### config.mk
export PLATFORM = sky130hd
export DESIGN_NAME = write_back_buffer
export DESIGN_NICKNAME = d
export VERILOG_FILES = /design/src/rtl/write_back_buffer_pkg.sv /design/src/rtl/write_back_buffer_entry_store.sv /design/src/rtl/write_back_buffer.sv
export SDC_FILE = /design/constraint.sdc
export NUM_CORES = 2
export LEC_CHECK = 0
export ABC_AREA = 1
export CAP_MARGIN = 20
export CORE_ASPECT_RATIO = 0.5
export CORE_UTILIZATION = 51
export CTS_CLUSTER_DIAMETER = 200
export DETAILED_ROUTE_END_ITERATION = 6
export PLACE_DENSITY_LB_ADDON = 0.08
export RECOVER_POWER = 25
export SYNTH_ARGS = -nofsm -noshare
export SYNTH_HDL_FRONTEND = slang
export SYNTH_HIERARCHICAL = 1
export SYNTH_SLANG_ARGS = --single-unit
export TNS_END_PERCENT = 5
### constraint.sdc
create_clock -name clk -period 24 [get_ports clk]
set_input_delay 4.8 -clock clk [delete_from_list [all_inputs] [get_ports clk]]
set_output_delay 4.8 -clock clk [all_outputs]
set_load 0.01 [all_outputs]
### src/rtl/write_back_buffer_pkg.sv
// rtl/write_back_buffer_pkg.sv - shared FSM encoding and block geometry for the write-back buffer
package write_back_buffer_pkg;
  localparam int WBB_OFFSET_W = 5;
  localparam int WBB_BLOCK_W  = 256;

  typedef enum logic [1:0] {
    IDLE   = 2'd0,
    MEM_RD = 2'd1,
    MEM_WR = 2'd2,
    RESP   = 2'd3
  } wbb_state_t;
endpackage

### src/rtl/write_back_buffer_entry_store.sv
// rtl/write_back_buffer_entry_store.sv - circular block FIFO with parallel address match, merge and pop
module wb_entry_store
  import write_back_buffer_pkg::*;
#(
  parameter int DEPTH   = 4,
  parameter int TAG_W   = 11,
  parameter int BLOCK_W = WBB_BLOCK_W,
  parameter int CNT_W   = $clog2(DEPTH + 1),
  parameter int PTR_W   = $clog2(DEPTH)
) (
  input  logic               clk,
  input  logic               reset,
  input  logic [TAG_W-1:0]   lookup_tag,
  output logic               hit,
  output logic [PTR_W-1:0]   hit_idx,
  output logic [BLOCK_W-1:0] hit_data,
  input  logic               enq,
  input  logic [TAG_W-1:0]   enq_tag,
  input  logic [BLOCK_W-1:0] enq_data,
  input  logic               merge,
  input  logic [PTR_W-1:0]   merge_idx,
  input  logic [BLOCK_W-1:0] merge_data,
  input  logic               pop,
  output logic [TAG_W-1:0]   head_tag,
  output logic [BLOCK_W-1:0] head_data,
  output logic [CNT_W-1:0]   count,
  output logic               full,
  output logic               empty
);
  logic [TAG_W-1:0]   tags [DEPTH];
  logic [BLOCK_W-1:0] data [DEPTH];
  logic [DEPTH-1:0]   valid;
  logic [PTR_W-1:0]   head;
  logic [PTR_W-1:0]   tail;
  logic               enq_ok;
  logic               pop_ok;

  function automatic logic [PTR_W-1:0] ptr_inc(input logic [PTR_W-1:0] p);
    return (p == PTR_W'(DEPTH - 1)) ? '0 : p + 1'b1;
  endfunction

  assign full      = (count == CNT_W'(DEPTH));
  assign enq_ok    = enq && !full;
  assign pop_ok    = pop && !empty;
  assign head_tag  = tags[head];
  assign head_data = data[head];

  // At most one valid entry per block address, so the match needs no priority.
  always_comb begin
    hit      = 1'b0;
    hit_idx  = '0;
    hit_data = '0;
    for (int i = 0; i < DEPTH; i++) begin
      if (valid[i] && tags[i] == lookup_tag) begin
        hit      = 1'b1;
        hit_idx  = PTR_W'(i);
        hit_data = data[i];
      end
    end
  end

  always_ff @(posedge clk) begin
    if (reset) begin
      valid <= '0;
      head  <= '0;
      tail  <= '0;
      count <= '0;
      empty <= 1'b1;
    end else begin
      if (enq_ok) begin
        tags[tail]  <= enq_tag;
        data[tail]  <= enq_data;
        valid[tail] <= 1'b1;
        tail        <= ptr_inc(tail);
      end
      if (merge) begin
        data[merge_idx] <= merge_data;
      end
      if (pop_ok) begin
        valid[head] <= 1'b0;
        head        <= ptr_inc(head);
      end
      if (enq_ok && !pop_ok) begin
        count <= count + 1'b1;
        empty <= 1'b0;
      end else if (pop_ok && !enq_ok) begin
        count <= count - 1'b1;
        empty <= (count == CNT_W'(1));
      end
    end
  end
endmodule

### src/rtl/write_back_buffer.sv
// rtl/write_back_buffer.sv - write-back buffer between cache and main memory with read forwarding
module write_back_buffer
  import write_back_buffer_pkg::*;
#(
  parameter int DEPTH    = 4,
  parameter int ADDR_W   = 16,
  parameter int OFFSET_W = WBB_OFFSET_W,
  parameter int BLOCK_W  = WBB_BLOCK_W
) (
  input  logic                         clk,
  input  logic                         reset,
  input  logic                         cacheAccess,
  input  logic                         cacheRead,
  input  logic                         cacheWrite,
  input  logic [ADDR_W-1:0]            cacheAddress,
  input  logic [BLOCK_W-1:0]           cacheWblock,
  output logic [BLOCK_W-1:0]           cacheRblock,
  output logic                         cacheReady,
  output logic                         mainMaccess,
  output logic                         mainRead,
  output logic                         mainWrite,
  output logic [ADDR_W-1:0]            mainAddress,
  output logic [BLOCK_W-1:0]           mainWblock,
  input  logic [BLOCK_W-1:0]           mainRblock,
  input  logic                         mainMready,
  output logic [$clog2(DEPTH+1)-1:0]   count,
  output logic                         empty
);
  localparam int TAG_W = ADDR_W - OFFSET_W;
  localparam int PTR_W = $clog2(DEPTH);

  wbb_state_t         state, state_d;
  logic [BLOCK_W-1:0] rblock_d, wblock_d;
  logic [ADDR_W-1:0]  addr_d;
  logic               ready_d, maccess_d, read_d, write_d;
  logic               enq, merge, pop, hit, full;
  logic [PTR_W-1:0]   hit_idx;
  logic [BLOCK_W-1:0] hit_data, head_data;
  logic [TAG_W-1:0]   head_tag, cache_tag;
  logic               req_rd, req_wr;
  logic               unused_offset;

  assign cache_tag     = cacheAddress[ADDR_W-1:OFFSET_W];
  assign unused_offset = ^cacheAddress[OFFSET_W-1:0];
  assign req_rd        = cacheAccess && cacheRead && !cacheWrite;
  assign req_wr        = cacheAccess && cacheWrite && !cacheRead;

  wb_entry_store #(
    .DEPTH   (DEPTH),
    .TAG_W   (TAG_W),
    .BLOCK_W (BLOCK_W)
  ) u_store (
    .clk        (clk),
    .reset      (reset),
    .lookup_tag (cache_tag),
    .hit        (hit),
    .hit_idx    (hit_idx),
    .hit_data   (hit_data),
    .enq        (enq),
    .enq_tag    (cache_tag),
    .enq_data   (cacheWblock),
    .merge      (merge),
    .merge_idx  (hit_idx),
    .merge_data (cacheWblock),
    .pop        (pop),
    .head_tag   (head_tag),
    .head_data  (head_data),
    .count      (count),
    .full       (full),
    .empty      (empty)
  );

  always_comb begin
    state_d   = state;
    rblock_d  = cacheRblock;
    ready_d   = 1'b0;
    maccess_d = mainMaccess;
    read_d    = mainRead;
    write_d   = mainWrite;
    addr_d    = mainAddress;
    wblock_d  = mainWblock;
    enq       = 1'b0;
    merge     = 1'b0;
    pop       = 1'b0;
    case (state)
      IDLE: begin
        if (req_wr && (hit || !full)) begin
          merge   = hit;
          enq     = !hit;
          ready_d = 1'b1;
          state_d = RESP;
        end else if (req_rd && hit) begin
          rblock_d = hit_data;
          ready_d  = 1'b1;
          state_d  = RESP;
        end else if (req_rd) begin
          maccess_d = 1'b1;
          read_d    = 1'b1;
          addr_d    = {cache_tag, {OFFSET_W{1'b0}}};
          state_d   = MEM_RD;
        end else if (req_wr || !empty) begin
          // A write blocked by a full buffer stays pending while the head drains.
          maccess_d = 1'b1;
          write_d   = 1'b1;
          addr_d    = {head_tag, {OFFSET_W{1'b0}}};
          wblock_d  = head_data;
          state_d   = MEM_WR;
        end
      end
      MEM_RD: begin
        if (mainMready) begin
          maccess_d = 1'b0;
          read_d    = 1'b0;
          rblock_d  = mainRblock;
          ready_d   = 1'b1;
          state_d   = RESP;
        end
      end
      MEM_WR: begin
        if (mainMready) begin
          maccess_d = 1'b0;
          write_d   = 1'b0;
          pop       = 1'b1;
          state_d   = IDLE;
        end
      end
      RESP: begin
        state_d = IDLE;
      end
      default: state_d = IDLE;
    endcase
  end

  always_ff @(posedge clk) begin
    if (reset) begin
      state       <= IDLE;
      cacheRblock <= '0;
      cacheReady  <= 1'b0;
      mainMaccess <= 1'b0;
      mainRead    <= 1'b0;
      mainWrite   <= 1'b0;
      mainAddress <= '0;
      mainWblock  <= '0;
    end else begin
      state       <= state_d;
      cacheRblock <= rblock_d;
      cacheReady  <= ready_d;
      mainMaccess <= maccess_d;
      mainRead    <= read_d;
      mainWrite   <= write_d;
      mainAddress <= addr_d;
      mainWblock  <= wblock_d;
    end
  end
endmodule

Yosys cells after proc, flatten, opt, wreduce, memory -nomap -nowiden:

Memories as Yosys holds them, arrays and structs flattened. A register that Yosys moved wholly into a read port is not among the register bits.
Cells that the tools add are included.

* input bits: 534
* register bits: 290
* memory bits (writable): 1068
* output and inout bits: 536
* memories kept: 2

* reductions and logical operators: 40
* $lt $le $gt $ge: 4
* add/subtract/negate cells: 4
* equality and inequality tests: 22
* bitwise operators: 6
* muxes and demuxes: 71

Memory list
* u_store.data: words 4, bits a word 256, rd ports 5, clocked after Yosys merged registers in 1, wr ports 1, line write_back_buffer_entry_store.sv:31 `logic [BLOCK_W-1:0] data [DEPTH];`
* u_store.tags: words 4, bits a word 11, rd ports 5, clocked after Yosys merged registers in 1, wr ports 1, line write_back_buffer_entry_store.sv:30 `logic [TAG_W-1:0] tags [DEPTH];`

Operator list (number)
* $mux W256: 8
* $pmux W256 S2: 1
* $reduce_or A256 Y1: 1
* $eq A11 B11 Y1: 4
* $mux W1: 35
* $mux W16: 2
* $mux W2: 13
* $logic_and A1 B1 Y1: 16
* $ne A2 B2 Y1 const B: 8
* $reduce_and A5 Y1: 3
* $mux W4: 3
* $reduce_bool A2 Y1: 5
* $eq A2 B2 Y1 const B: 4
* $pmux W1 S2: 4
* $pmux W2 S4: 1
* $reduce_and A4 Y1: 2
* $logic_not A1 Y1: 7
* $lt A2 B3 Y1 const B: 2
* $mux W3: 2
* $reduce_and A6 Y1: 1
* $ne A5 B5 Y1 const B: 1
* $add A2 B1 Y2 const B: 2
* $and A4 B4 Y4: 1
* $demux W1 S2: 2
* 15 further kinds: 19

Depth between registers and ports, before layout:

An unclocked memory read counts as a cell.

* word-level depth: 16
* mapped depth: 24
* mapped depth without buffers: 22

Cells and area by module:

Netlist, hierarchy kept.

Modules (own cells, without submodules)
* wb_entry_store: times used 1, area an instance 63928.8 sq um, cells each 8331
* write_back_buffer: times used 1, area an instance 22077.4 sq um, cells each 3256

Least setup slack after synthesis:

OpenSTA, ideal clock, no wires.

* kind: input to register
* start point: in cacheAddress[5]
* end point: mem u_store/data[0][0] (netlist name) (enable)
* slack: -1841 ps
* data required time: 22773 ps
* library setup time: 1227 ps
* cell stages on the path: 19
* arrival: 24614 ps
* cell sequence: buf_2 inv_1 nand2_1 nand3_1 nor2_1 nand3_4 nand2_4 inv_2 buf_2 buf_2 nand3_1 inv_1 nand2_1 nand3_1 nor2_1 nand2_1 inv_1 nand2_1 o21ai_0

* word-level cells in the longest chain between the ends: 15

RTL lines
* start, declared: line write_back_buffer.sv:15 `input logic [ADDR_W-1:0] cacheAddress,`
* $eq A11 B11 Y1: line write_back_buffer_entry_store.sv:54 `if (valid[i] && tags[i] == lookup_tag) begin`
* $logic_and A1 B1 Y1: line write_back_buffer_entry_store.sv:54
* $mux W1 (3 in series): line write_back_buffer_entry_store.sv:54
* $mux W1 (*): line write_back_buffer_entry_store.sv:54
* named net hit: line write_back_buffer.sv:36 `logic enq, merge, pop, hit, full;`
* $logic_or A1 B1 Y1: line write_back_buffer.sv:87 `if (req_wr && (hit || !full)) begin`
* $logic_and A1 B1 Y1: line write_back_buffer.sv:87
* $mux W1 (*): line write_back_buffer.sv:87
* $mux W1 (*): line write_back_buffer.sv:85 `case (state)`
* named net enq: line write_back_buffer.sv:36
* $logic_and A1 B1 Y1 (*): line write_back_buffer_entry_store.sv:43 `assign enq_ok = enq && !full;`
* $mux W1 (*): line write_back_buffer_entry_store.sv:70 `if (enq_ok) begin`
* $mux W1 (*): line write_back_buffer_entry_store.sv:63 `if (reset) begin`
* $mux W1 (implied by the code) (*): line write_back_buffer_entry_store.sv:72 `data[tail] <= enq_data;`
* $mux W1 (no line) (*)
* end, declared: line write_back_buffer_entry_store.sv:31

Mark *: on every way through the listed nets, which the timed path passes. The rest lies on a longest branch.

Final worst setup path:

* start point: in cacheAddress[9]
* end point: reg mainWblock[199], read port of u_store.data

* word-level cells in the longest chain between the ends: 10

RTL lines
* $eq A11 B11 Y1: line write_back_buffer_entry_store.sv:54
* $logic_and A1 B1 Y1: line write_back_buffer_entry_store.sv:54
* $mux W1 (3 in series): line write_back_buffer_entry_store.sv:54
* $mux W1 (*): line write_back_buffer_entry_store.sv:54
* named net hit: line write_back_buffer.sv:36
* $logic_or A1 B1 Y1: line write_back_buffer.sv:87
* $logic_and A1 B1 Y1: line write_back_buffer.sv:87
* $not A1 Y1 (no line)
* $reduce_and A5 Y1 (no line) (*)
* end, declared: line write_back_buffer.sv:23 `output logic [BLOCK_W-1:0] mainWblock,`

Marked as above.
A chain may end at the register's enable or synchronous reset.

==> run_results.csv <==
group,metric,value,unit
power_and_ir_drop,power_frac_clock,35.3,%
floorplan,die_h,292.4,um
timing,fin_crit_sh,75.30,%
floorplan,rows,106,
timing,maxSlewViolCount,473,
routing,drtAntennaViolNets,0,
critical_path,path_max_fanout,149,
floorplan,die_area,170400,um^2
global_routing,grt_first_pass_wirelength,469700,um
routing,wl,317800,um
global_routing,antenna_found_initial,96,
timing,fmax,55.34,MHz
cells_and_area,layout_commonest_cell,"nand2_1",
cells_and_area,fin_nets,12570,
critical_path,worstPathCellList,"dlygate4sd3_1 > inv_1 > nand2_1 > nand2_1 > clkinv_1 > nand2_1 > nor2_1 > nand3_4 > nand2_8 > clkinvlp_2 > nand3_1 > inv_1 > nand2_1 > nand2_1 > nand2_1 > nor2_4 > buf_12 > buf_4 > o21ai_0 > nor2_1",
cells_and_area,syn2layout_area_growth,18.87,%
run_status,violations,"design-rule violations, max-capacitance violations, max-slew violations",
timing,fin_ws,5.929,ns
yosys,synthCells,11590,
power_and_ir_drop,power_frac_seq,43.9,%
place,gp_congestion,0.9053,
power_and_ir_drop,p_sw,0.002228,W
global_routing,grt_max_degree,199,
cts,postCtsResizedCells,0,
timing,slew-limit-headroom,-289.4,%
cts,worstSkewPairLatency,0.80,ns
power_and_ir_drop,p_per_area,71.00,nW/um^2
yosys,yosys-top-cells-area,"edfxtp_1 37%, nand2_1 14%, dfxtp_1 13%",
cts,cts_tree,"built",
place,dp.final_hpwl,175100,um
run_status,status,"complete, but fails checks",
critical_path,start_kind,"primary input",
critical_path,slowest_delay,3.38,ns
critical_path,slowest_stage,"clkinvlp_2",
cells_and_area,utilization,61.13,%
timing,rsz0062_at_grt,"false",
timing,skew,0.03229,ns
timing,setup_viol,0,
yosys,synth_area,86010,um^2
yosys,synth.largest_area_cell,"edfxtp_1",
floorplan,ios,1070,
critical_path,crit_family,"simple AND/OR/NAND/NOR gates",
global_routing,grt_pass1_vias,78090,
yosys,synth_top_cell_area_share,37.29,%
cts,postCtsHoldBufs,0,
routing,vias,83370,
power_and_ir_drop,power_leakage,44.74,nW
cts,cts_max_level,4,
cts,clkSinkCount,1611,
global_routing,grt_remaining_overflow,0,
critical_path,crit_type,"in2reg",
power_and_ir_drop,swShare,30.70,%
cts,clk_path_buf_depth,4,
power_and_ir_drop,p_int,0.005030,W
timing,tightest_slew,5.841,ns
routing,drtIter0Drc,8739,
min_path,hold_class,"reg2reg",
cts,postCtsSetupBuffers,0,
critical_path,required,24.67,ns
routing,via_per_inst,5.754,
routing,wl_per_cell,21.93,um
critical_path,crit_top_cell,"nand2_1",
place,pre_cts_ws,10.00,ns
routing,drcViolationCount,3,
routing,first_pass_iters,7,
timing,whs,0.4596,ns
cts,cts-root-buf,"clkbuf_16",
floorplan,fp.dieW,582.8,um
cts,cts.clk_slew.worst_paths,0.07,ns
yosys,yosys_warnings,6,
global_routing,grt_use_total,35.99,%
timing,finalSetupTns,0,ns
floorplan,core-area,167200,um^2
power_and_ir_drop,total_power,0.007258,W
cells_and_area,fillers,14880,
timing,hold_viol,0,
cells_and_area,drive_above_1_share,3.952,%
timing,period_needed,18.07,ns
critical_path,path_buf_inv,7,
yosys,synth_cell_types,34,
run,max_cap_violations,6,
power_and_ir_drop,ir_drop,100.8,uV
yosys,synth.avg_cell_area,7.423,um^2
power_and_ir_drop,combPwrFrac,20.9,%
floorplan,start_util,51.43,%
critical_path,end_kind,"flop",
yosys,ys_seq_area_share,49.93,%
yosys,ys_ff_latch,1611,
critical_path,cp.arrival,18.74,ns
cells_and_area,layout_common_cells,"3112 x nand2_1, 1846 x o21ai_0, 1507 x nor2_1, 1068 x edfxtp_1, 818 x inv_1",
cts,cts_made_buffers,163,
place,portBuffers,1059,
[final cells by class]
cell class / instances / area [um^2] / area share [%]
Antenna cell: 74 / 185.2 / 0.1811
Clock buffer: 239 / 4679 / 4.577
Clock inverter: 53 / 476.7 / 0.4663
Inverter: 837 / 3182 / 3.112
Multi-Input combinational cell: 8237 / 36280 / 35.49
Sequential cell: 1611 / 42950 / 42.01
Tap cell: 2268 / 2838 / 2.776
Timing Repair Buffer: 1170 / 11640 / 11.39
[final timing paths]
kind                                          from  slack, ns  depth (start not counted)              end
worst max-delay path               cacheAddress[9]       5.93                         20  mainWblock[199]
worst min-delay path               cacheRblock[59]       0.46                          2  cacheRblock[59]
worst max register to register  u_store/tags[2][4]      10.41                         18  mainWblock[199]
worst min register to register     cacheRblock[59]       0.46                          2  cacheRblock[59]
[worst reg2reg max path, cell delays in order (launching register included)]
cell and delay (ns):
edfxtp_1 0.43, nand2_1 0.09, nand2_1 0.05, clkinv_1 0.04, nand2_1 0.05, nor2_1 0.33
nand3_4 0.69, nand2_8 0.81, clkinvlp_2 3.41, nand3_1 1.50, inv_1 0.13, nand2_1 0.12
nand2_1 0.08, nand2_1 3.14, nor2_4 0.90, buf_12 0.61, buf_4 0.66, o21ai_0 0.36
nor2_1 0.07
[through the flow]
| step | std cells | instance area [um^2] |
|---|---|---|
| after floorplan | 11590 | 86020 |
| after global placement | 14120 | 96880 |
| after detailed placement | 14120 | 96880 |
| after CTS | 14410 | 102000 |
| after global routing | 14480 | 102200 |
| final | 14490 | 102200 |
[cell families after synthesis]
group                    synth area share [%]
AND/OR/NAND/NOR                         27.22
AO/OA/AOI/OAI                           14.42
buffers and inverters                   8.078
flip-flops                              49.93
adder cells (fa/ha/maj)                0.2473
XOR/XNOR                               0.1018
other                                0.004360
[power groups by stage]
stage                     logic [W]  registers, W  clock network [W]
final                       0.00151       0.00318            0.00256
after global routing        0.00163       0.00320            0.00269
after CTS                   0.00155       0.00319            0.00258
after detailed placement    0.00154       0.00325                  0
after global placement      0.00153       0.00324                  0
after floorplan            0.000780       0.00332                  0
[state kept, by name (all words and copies together), names as in the netlist, 2 cells and up, named ones only]
name / count
cacheRblock: 256
u_store/tags: 44
u_store/count: 3
u_store/tail: 2
mainAddress: 11
u_store/head: 2
u_store/data: 1024
mainWblock: 256
state: 2
u_store/valid: 4
[per-layer routing]
| layer | GRT usage [%] | part of all wire (%) |
|---|---|---|
| met5 | 0 | 0.067 |
| met4 | 21.84 | 5.6 |
| met3 | 5.731 | 9.4 |
| met2 | 59.13 | 47 |
| met1 | 44.83 | 38 |
[synth_stat cells (all sizes together)]
cell type / number
o21ai: 1854
edfxtp: 1068
a21boi: 1
a221oi: 3
a21oi: 294
conb: 1
dfxtp: 543
or2: 115
inv: 833
o22ai: 257
a211oi: 1
clkbuf: 598
xnor2: 9
nor2: 1512
nand3: 792
nand2: 3115
buf: 308
nor3: 258
xor2: 1
ha: 17
nand4: 3
clkinv: 4
No activity file was read; power rests on OpenSTA's default activity.
